`src/rtl/cv32e40x_board_ctrl.sv`:
```
// Board-level bring-up controller for the cv32e40x test harness.
// Synchronises and debounces push-buttons, sequences the core reset and
// fetch enable, latches the test outcome and shows it on LEDs. The exit
// value is shown NUM_LED-4 bits at a time; btn[1] steps through the pages.
// btn[0] is a board-level reset request that restarts the harness without
// touching the selected page.
// The sequencer state is held in state_q (type state_e) so checkers can bind
// to it directly.
module cv32e40x_board_ctrl #(
  parameter int NUM_BTN            = 7,
  parameter int NUM_LED            = 8,
  parameter int DEBOUNCE_CYCLES    = 250000,
  parameter int RST_HOLD_CYCLES    = 16,
  parameter int FETCH_DELAY_CYCLES = 8,
  parameter int BLINK_DIV_LOG2     = 23
) (
  input  logic               clk_i,
  input  logic               rst_ni,
  input  logic [NUM_BTN-1:0] btn_i,
  output logic [NUM_LED-1:0] led_o,
  output logic               core_rst_no,
  output logic               fetch_enable_o,
  input  logic               tests_passed_i,
  input  logic               tests_failed_i,
  input  logic               exit_valid_i,
  input  logic [31:0]        exit_value_i
);

  // Exit-value paging geometry; bits above 31 of the last page read as zero.
  localparam int VAL_W     = NUM_LED - 4;
  localparam int NUM_PAGES = (32 + VAL_W - 1) / VAL_W;
  localparam int EXT_W     = NUM_PAGES * VAL_W;
  localparam int PAGE_W    = (NUM_PAGES > 1) ? $clog2(NUM_PAGES) : 1;

  // Counter widths.
  localparam int DB_W    = (DEBOUNCE_CYCLES > 1) ? $clog2(DEBOUNCE_CYCLES + 1) : 1;
  localparam int SEQ_MAX = (RST_HOLD_CYCLES > FETCH_DELAY_CYCLES) ? RST_HOLD_CYCLES
                                                                  : FETCH_DELAY_CYCLES;
  localparam int SEQ_W   = $clog2(SEQ_MAX + 1);

  typedef enum logic [1:0] {
    ST_HOLD    = 2'd0,
    ST_RELEASE = 2'd1,
    ST_RUN     = 2'd2,
    ST_DONE    = 2'd3
  } state_e;

  // ---------------------------------------------------------------------------
  // Input path
  // ---------------------------------------------------------------------------
  logic [NUM_BTN-1:0] sync1_q;
  logic [NUM_BTN-1:0] sync2_q;
  logic [1:0]         btn_db_q;
  logic [DB_W-1:0]    db_cnt_q [2];

  // Two-flop synchroniser on every button bit.
  always_ff @(posedge clk_i or negedge rst_ni) begin
    if (!rst_ni) begin
      sync1_q <= '0;
      sync2_q <= '0;
    end else begin
      sync1_q <= btn_i;
      sync2_q <= sync1_q;
    end
  end

  // Buttons above btn[1] have no function yet; they are synchronised so a
  // future user gets a clean signal, and parked here until then.
  generate
    if (NUM_BTN > 2) begin : g_spare_btn
      logic [NUM_BTN-3:0] unused_btn_sync;
      assign unused_btn_sync = sync2_q[NUM_BTN-1:2];
    end
  endgenerate

  // Debounce btn[1:0]: accept a new level only after it has differed from the
  // debounced value for DEBOUNCE_CYCLES consecutive cycles.
  always_ff @(posedge clk_i or negedge rst_ni) begin
    if (!rst_ni) begin
      btn_db_q    <= '0;
      db_cnt_q[0] <= '0;
      db_cnt_q[1] <= '0;
    end else begin
      for (int i = 0; i < 2; i++) begin
        if (sync2_q[i] == btn_db_q[i]) begin
          db_cnt_q[i] <= '0;
        end else if (db_cnt_q[i] == DB_W'(DEBOUNCE_CYCLES - 1)) begin
          btn_db_q[i] <= sync2_q[i];
          db_cnt_q[i] <= '0;
        end else begin
          db_cnt_q[i] <= db_cnt_q[i] + DB_W'(1);
        end
      end
    end
  end

  // ---------------------------------------------------------------------------
  // Reset / fetch sequencer and outcome latch
  // ---------------------------------------------------------------------------
  state_e           state_q, state_d;
  logic [SEQ_W-1:0] seq_cnt_q, seq_cnt_d;
  logic             pass_q, pass_d;
  logic             fail_q, fail_d;
  logic             exit_q, exit_d;
  logic [31:0]      exit_val_q, exit_val_d;

  // Sequencer state, counter and outcome latch registers.
  always_ff @(posedge clk_i or negedge rst_ni) begin
    if (!rst_ni) begin
      state_q        <= ST_HOLD;
      seq_cnt_q      <= '0;
      pass_q         <= 1'b0;
      fail_q         <= 1'b0;
      exit_q         <= 1'b0;
      exit_val_q     <= '0;
      core_rst_no    <= 1'b0;
      fetch_enable_o <= 1'b0;
    end else begin
      state_q        <= state_d;
      seq_cnt_q      <= seq_cnt_d;
      pass_q         <= pass_d;
      fail_q         <= fail_d;
      exit_q         <= exit_d;
      exit_val_q     <= exit_val_d;
      core_rst_no    <= (state_d != ST_HOLD);
      fetch_enable_o <= (state_d == ST_RUN) || (state_d == ST_DONE);
    end
  end

  // Next-state logic; a debounced btn[0] overrides everything, including a
  // harness flag arriving in the same cycle.
  always_comb begin
    state_d    = state_q;
    seq_cnt_d  = seq_cnt_q;
    pass_d     = pass_q;
    fail_d     = fail_q;
    exit_d     = exit_q;
    exit_val_d = exit_val_q;

    if (btn_db_q[0]) begin
      state_d    = ST_HOLD;
      seq_cnt_d  = '0;
      pass_d     = 1'b0;
      fail_d     = 1'b0;
      exit_d     = 1'b0;
      exit_val_d = '0;
    end else begin
      unique case (state_q)
        ST_HOLD: begin
          if (seq_cnt_q == SEQ_W'(RST_HOLD_CYCLES - 1)) begin
            state_d   = ST_RELEASE;
            seq_cnt_d = '0;
          end else begin
            seq_cnt_d = seq_cnt_q + SEQ_W'(1);
          end
        end
        ST_RELEASE: begin
          if (seq_cnt_q == SEQ_W'(FETCH_DELAY_CYCLES - 1)) begin
            state_d   = ST_RUN;
            seq_cnt_d = '0;
          end else begin
            seq_cnt_d = seq_cnt_q + SEQ_W'(1);
          end
        end
        ST_RUN, ST_DONE: begin
          // Flags accumulate; the exit value is frozen once first captured.
          pass_d = pass_q | tests_passed_i;
          fail_d = fail_q | tests_failed_i;
          exit_d = exit_q | exit_valid_i;
          if (exit_valid_i && !exit_q) begin
            exit_val_d = exit_value_i;
          end
          if (tests_passed_i || tests_failed_i || exit_valid_i) begin
            state_d = ST_DONE;
          end
        end
        default: begin
          state_d   = ST_HOLD;
          seq_cnt_d = '0;
        end
      endcase
    end
  end

  // ---------------------------------------------------------------------------
  // Heartbeat, paging and LEDs
  // ---------------------------------------------------------------------------
  logic [BLINK_DIV_LOG2-1:0] blink_cnt_q;
  logic [PAGE_W-1:0]         page_q;
  logic                      btn1_prev_q;
  logic [EXT_W-1:0]          exit_val_ext;
  logic [VAL_W-1:0]          page_bits;
  logic                      led_hb;

  // Free-running heartbeat divider.
  always_ff @(posedge clk_i or negedge rst_ni) begin
    if (!rst_ni) begin
      blink_cnt_q <= '0;
    end else begin
      blink_cnt_q <= blink_cnt_q + BLINK_DIV_LOG2'(1);
    end
  end

  // Page select steps on each debounced btn[1] press; only rst_ni clears it.
  always_ff @(posedge clk_i or negedge rst_ni) begin
    if (!rst_ni) begin
      page_q      <= '0;
      btn1_prev_q <= 1'b0;
    end else begin
      btn1_prev_q <= btn_db_q[1];
      if (btn_db_q[1] && !btn1_prev_q) begin
        page_q <= (page_q == PAGE_W'(NUM_PAGES - 1)) ? '0 : page_q + PAGE_W'(1);
      end
    end
  end

  assign exit_val_ext = EXT_W'(exit_val_q);

  // Select the exit-value slice for the current page.
  always_comb begin
    page_bits = '0;
    for (int p = 0; p < NUM_PAGES; p++) begin
      if (page_q == PAGE_W'(p)) begin
        page_bits = exit_val_ext[p*VAL_W +: VAL_W];
      end
    end
  end

  // Activity LED: blinks while running, solid once the harness has reported.
  always_comb begin
    led_hb = 1'b0;
    unique case (state_q)
      ST_RUN:  led_hb = blink_cnt_q[BLINK_DIV_LOG2-1];
      ST_DONE: led_hb = 1'b1;
      default: led_hb = 1'b0;
    endcase
  end

  // LED register, one cycle behind its sources.
  always_ff @(posedge clk_i or negedge rst_ni) begin
    if (!rst_ni) begin
      led_o <= '0;
    end else begin
      led_o <= {page_bits, exit_q, led_hb, fail_q, pass_q};
    end
  end

endmodule

```
`config.mk`:
```
export PLATFORM = sky130hd
export DESIGN_NAME = cv32e40x_board_ctrl
export DESIGN_NICKNAME = d
export VERILOG_FILES = /design/src/rtl/cv32e40x_board_ctrl.sv
export SDC_FILE = /design/constraint.sdc
export NUM_CORES = 1
export LEC_CHECK = 0
export BUFFER_PORTS_ARGS = -buffer_cell sky130_fd_sc_hd__buf_4
export CORE_MARGIN = 2
export CORE_UTILIZATION = 41
export CTS_CLUSTER_SIZE = 8
export DETAILED_ROUTE_END_ITERATION = 12
export GPL_TIMING_DRIVEN = 0
export HOLD_SLACK_MARGIN = 0.1
export SLEW_MARGIN = 20
export SYNTH_ARGS = -nofsm -noshare
export SYNTH_HDL_FRONTEND = slang
export SYNTH_SLANG_ARGS = --single-unit
```
`constraint.sdc`:
```
create_clock -name clk_i -period 4 [get_ports clk_i]
set_input_delay 0.2 -clock clk_i [delete_from_list [all_inputs] [get_ports clk_i]]
set_output_delay 0.2 -clock clk_i [all_outputs]
set_load 0.01 [all_outputs]
```
==> Word level (Yosys, flattened, before mapping) <==
Index checks and enable logic that the tools add are counted.
{ "totals": {"latchBits": 0, "inputBits": 44, "register_bits": 121, "output_inout_bits": 10, "memories": 0, "rom_bits": 0, "ram_bits": 0} }
{ "op_classes": {"n_reduce_logical": 17, "shifts": 0, "n_bitwise": 5, "multipliers": 0, "div_mod_pow": 0, "magnitude_cmp": 0, "n_eq_ne": 18, "n_addsub": 5, "muxes": 32} }
{ "op_table": {"columns": ["operator", "n"], "rows": [
  ["32-bit 2-to-1 mux", 3],
  ["18-bit 2-to-1 mux", 4],
  ["18-bit by 1-bit adder with 18-bit output, second input constant", 2],
  ["18-bit equality test, second input constant", 2],
  ["4-bit 2-to-1 mux", 8],
  ["23-bit by 1-bit adder with 23-bit output, second input constant", 1],
  ["5-bit 2-to-1 mux", 3],
  ["3-bit equality test, second input constant", 4],
  ["5-bit one-hot mux with 2 select lines", 1],
  ["2-bit equality test, second input constant", 4],
  ["2-bit 2-to-1 mux", 4],
  ["3-bit by 2-bit equality test with 1-bit output, second input constant", 2],
  ["1-bit 2-to-1 mux", 6],
  ["2-bit one-hot mux with 3 select lines", 1],
  ["2-bit AND reduction", 3],
  ["2-bit nonzero test", 3],
  ["5-bit by 1-bit adder with 5-bit output, second input constant", 1],
  ["5-bit by 3-bit equality test with 1-bit output, second input constant", 1],
  ["5-bit by 4-bit equality test with 1-bit output, second input constant", 1],
  ["3-bit by 1-bit adder with 3-bit output, second input constant", 1],
  ["3-bit by 1-bit equality test with 1-bit output, second input constant", 1],
  ["3-bit logical NOT", 1],
  ["1-bit logical OR", 3],
  ["3-bit 2-to-1 mux", 1],
  ["other kinds (10)", 16]
]} }

==> Longest topological paths before layout <==
{ "logic_depth": {"ltp_word": 9, "ltp_mapped": 8} }

==> Worst setup path before layout <==
No wires, ideal clock.
{ "synth_path": {"path_type": "reg-to-reg", "start": "register seq_cnt_q[0]", "end": "register seq_cnt_q[3]", "t_arrival_ns": 1.877, "path_buffers": 0, "synth_period_minus_slack_ns": 1.944, "path_stages_with_launch": 9, "path_slack_ns": 2.056, "cell_sequence": "dfrtp_1 -> ha_1 -> nand3_1 -> inv_1 -> ha_1 -> nor2b_1 -> a2111oi_1 -> a21o_1 -> a22o_1"} }
{ "synth_between": {"elab_chain_len": 4} }
{ "synth_rtl": {"columns": ["element", "line_no", "source"], "rows": [
  ["from (decl)", "101", "logic [SEQ_W-1:0] seq_cnt_q, seq_cnt_d;"],
  ["from (signal assigned)", "120", "seq_cnt_q <= seq_cnt_d;"],
  ["5-bit by 1-bit adder with 5-bit output, or another cell as far along", "154, 162", null],
  ["5-bit 2-to-1 mux (on tied branches)", "158, 150", null],
  ["5-bit one-hot mux with 2 select lines (*)", "148", "unique case (state_q)"],
  ["5-bit 2-to-1 mux (*)", "140", "if (btn_db_q[0]) begin"]
]} }
Mark *: on every way between the ends. The rest lies on a longest branch, timed or not.
A chain may end at the register's enable or synchronous reset.

==> Worst setup path in the final report <==
Same ends and word-level chain as after synthesis.

==> metrics.txt <==
status=finished clean; Worst Path Max Fanout=4; synthesized area=0.00542 mm^2; FILL cells=around 1100; Cells after Synth=492; vias in the first global route=4011; post-synth top area cell=dfrtp_1; Worst VDD drop=0.000309 V; Via-to-Cell Ratio=approximately 5; clock net sink count=about 120; cts repair resizes=0; Vias=3992; #FFs+latches synth=roughly 120; IO Pins=between 50 and 60; routed wire length=~11000 um; Layout Cells excl Fill=between 700 and 800; Hold Path Class=in -> async; Combinational Power Share=a little under 6%; largest net degree at the start of global routing=64; Longest Clk Path Bufs=2; fin util=53.7%; Setup Buffers After CTS=0; P_int=~2.4 mW; TritonCTS clock tree=done; Die Span X=~120 um; Die ar.=around 0.014 mm^2; period utilization=55.2%; critical path class=reg -> reg; Crit path top cell by count=ha_1; # Max-Cap Violations=0; Seq pwr share=approximately 43%; # rows=42; die height=between 100 and 150 um; WHS=around 0.3 ns; share of the synthesized area in the top cell type=approximately 56%; Slew Viols, Final=0; Hold Fails Final Rpt=0; Synthesis Warnings=0; highest clock rate=about 450 MHz; Final Total Pwr=approximately 3.1 mW; IO buf count=48; predominant post-synthesis flop cell=dfrtp_1; post-synthesis net count=roughly 550; relative slew slack=45.2%; CP Capture Type=flip-flop; DRT iter0 DRCs=about 270; Clock Skew=roughly 0.0049 ns; worst-margin pin slew=0.815 ns; share of cells above drive strength 1=~16%; H-Tree Depth=4; cts bufs inserted=17; RD Place Congestion=a little under 0.8; sequential-to-total area share from yosys stat=55.9%; CP Data Arrival Time=between 2 and 3 ns; Async SR Flop Fraction=100%; Reg clk slew, reported paths=~0.05 ns; CTS root buf=clkbuf_16; Detail Placement HPWL=7420 um; CP Data Required Time=4.35 ns; Initial Util=slightly above 40%; GRT Total Usage=17.4%; core footprint=0.0131 mm^2; WL/cell=~14 um; DRC=0; final-stage net count=~650; Switch Pwr=between 600 and 700 uW; number of synthesized flops with an enable pin=0; ordered cell list for the critical path=ha_1 > nand3_1 > inv_1 > ha_1 > nor2b_1 > a2111oi_1 > a21o_1 > a22o_1; max incr delay on CP=around 0.70 ns; area of the multi-input gates=roughly 0.0022 mm^2; area grow syn2layout=29.7%; Placed Cells=a little over 700; unrepaired setup endpoints after global routing=false; diode count=0; synth top area cells=dfrtp_1, xnor2_1, a22o_1; later-pin clock latency in the skew report=~0.42 ns; Clock power frac=roughly half; syn_area_per_cell=11.0 um^2; Final setup viols=0; global-route wire length before repair=roughly 20000 um; Sequential Area=approximately 0.0030 mm^2; pwr/cell area=434 mW/mm^2; library cells used by synthesis=50; CP max-delay cell=a2111oi_1; Pre-antenna DRT Iters=4; antenna-violating nets left=0; CP startpoint kind=flip-flop; grt ovf=0; initial antenna violation count=0; Switching Share=a little over a fifth; post-route setup TNS=0 ns; LEAKAGE=a little over 3 nW; fin crit period=approximately 2.2 ns
==> synthesized netlist by cell type (3+ instances only) <==
cell type / count
xor2_1: 13
clkbuf_1: 14
o22ai_1: 3
nor3_1: 12
nand3_1: 21
xnor2_1: 39
inv_1: 25
nand2_1: 17
o31ai_1: 3
ha_1: 12
o21ai_0: 3
mux2_2: 4
a221oi_1: 3
nor2_1: 63
dfrtp_1: 121
nand4_1: 13
nor4_1: 13
and3_1: 8
a21oi_1: 25
a22o_1: 37
nand2b_1: 4
nand3b_1: 5
==> worst paths after layout <==
kind                               from               end  slack [ns]  cells past startpoint
setup / recovery           seq_cnt_q[0]      seq_cnt_q[3]        1.79                      8
hold / removal                   rst_ni  exit_val_ext[29]        0.30                      2
setup reg to reg           seq_cnt_q[0]      seq_cnt_q[3]        1.79                      8
hold reg to reg              sync1_q[0]        sync2_q[0]        0.35                      0
max in group asynchronous        rst_ni   blink_cnt_q[20]        3.00                      3
min in group clk_i           sync1_q[0]        sync2_q[0]        0.35                      0
==> flip-flops by register name (all words and copies together), names as in the netlist <==
name	flops
pass_q	1
seq_cnt_q	5
btn_db_q	2
sync2_q	2
page_q	3
led_o	8
db_cnt_q	36
exit_val_ext	32
btn1_prev_q	1
sync1_q	2
core_rst_no	1
state_q	2
exit_q	1
fail_q	1
fetch_enable_o	1
blink_cnt_q	23
==> power groups by stage <==
stage               sequential (mW)  clock [mW]  combinational [mW]
detailed placement             1.33           0               0.151
global route                   1.31        1.66               0.197
CTS                            1.31        1.59               0.182
global placement               1.33           0               0.145
finish                         1.31        1.56               0.178
floorplan                      1.32           0              0.0686
==> critical path, delay by kind of cell, from the launching register on <==
family	cells	cell delay, ns
flops	1	0.40
simple gates	2	0.26
fa+ha+maj	2	0.43
compound gates	3	1.01
buf+inv	1	0.05
==> stage by stage <==
stage | cell area (um^2) | setup WS [ns]
6_report | 7030 | 1.79
5_1_grt | 7030 | 1.58
4_1_cts | 7030 | 1.79
3_5_place_dp | 6030 | 1.81
3_3_place_gp | 6000 | 1.84
2_1_floorplan | 5420 | 2.06
==> per-layer routing <==
layer,global-route usage (%),share of wire (%),vias to the layer above
li1,-,-,1963
met1,24.2,49,1957
met2,25.6,46,59
met3,5.36,3.7,13
met4,6.47,1.3,0
met5,0,0,-
==> repair_timing <==
item | 4_1_cts | 5_1_grt
hold endpoints to repair | 95 | 0
hold buffers | 38 | 0
endpoints found under the setup margin | 0 | 0
==> cells in the final DEF (no fill, tap or decap), types with 5 or more instances in the layout <==
cell type,netlist,final
dlygate4sd3_1,0,38
nand4_1,13,13
clkbuf_1,14,15
dfrtp_1,121,121
nand3_1,21,21
clkbuf_16,0,17
nor2_1,63,63
nor4_1,13,13
nand3b_1,5,5
and3_1,8,8
inv_1,25,25
ha_1,12,12
a22o_1,37,37
xor2_1,13,13
xnor2_1,39,39
nor3_1,12,12
buf_4,1,48
clkinvlp_4,0,6
a21oi_1,25,25
nand2_1,17,17
==> logic make-up (layout without fill, tap and decap cells) <==
kind of cell / count (synthesis) / in the layout / synth area share [%]
buffers and inverters: 43 / 162 / 3.18
AND/OR/NAND/NOR: 171 / 171 / 16.3
flip-flops: 121 / 121 / 55.9
XOR/XNOR: 52 / 52 / 8.40
AO/OA/AOI/OAI: 87 / 87 / 12.3
adder cells (fa/ha/maj): 12 / 12 / 2.77
multiplexers: 6 / 6 / 1.20
==> cell type report <==
class                   instances  share of cell area, %
plain buffers                  17                   1.07
well taps                     176                   3.13
clock inverters                11                   2.06
multi-input cells             328                   31.6
flip-flops and latches        121                   43.1
inverters                      26                   1.39
repair buffers                 87                   11.0
clock buffers                  21                   6.69
Note: power is estimated with default switching activity, not from simulation.
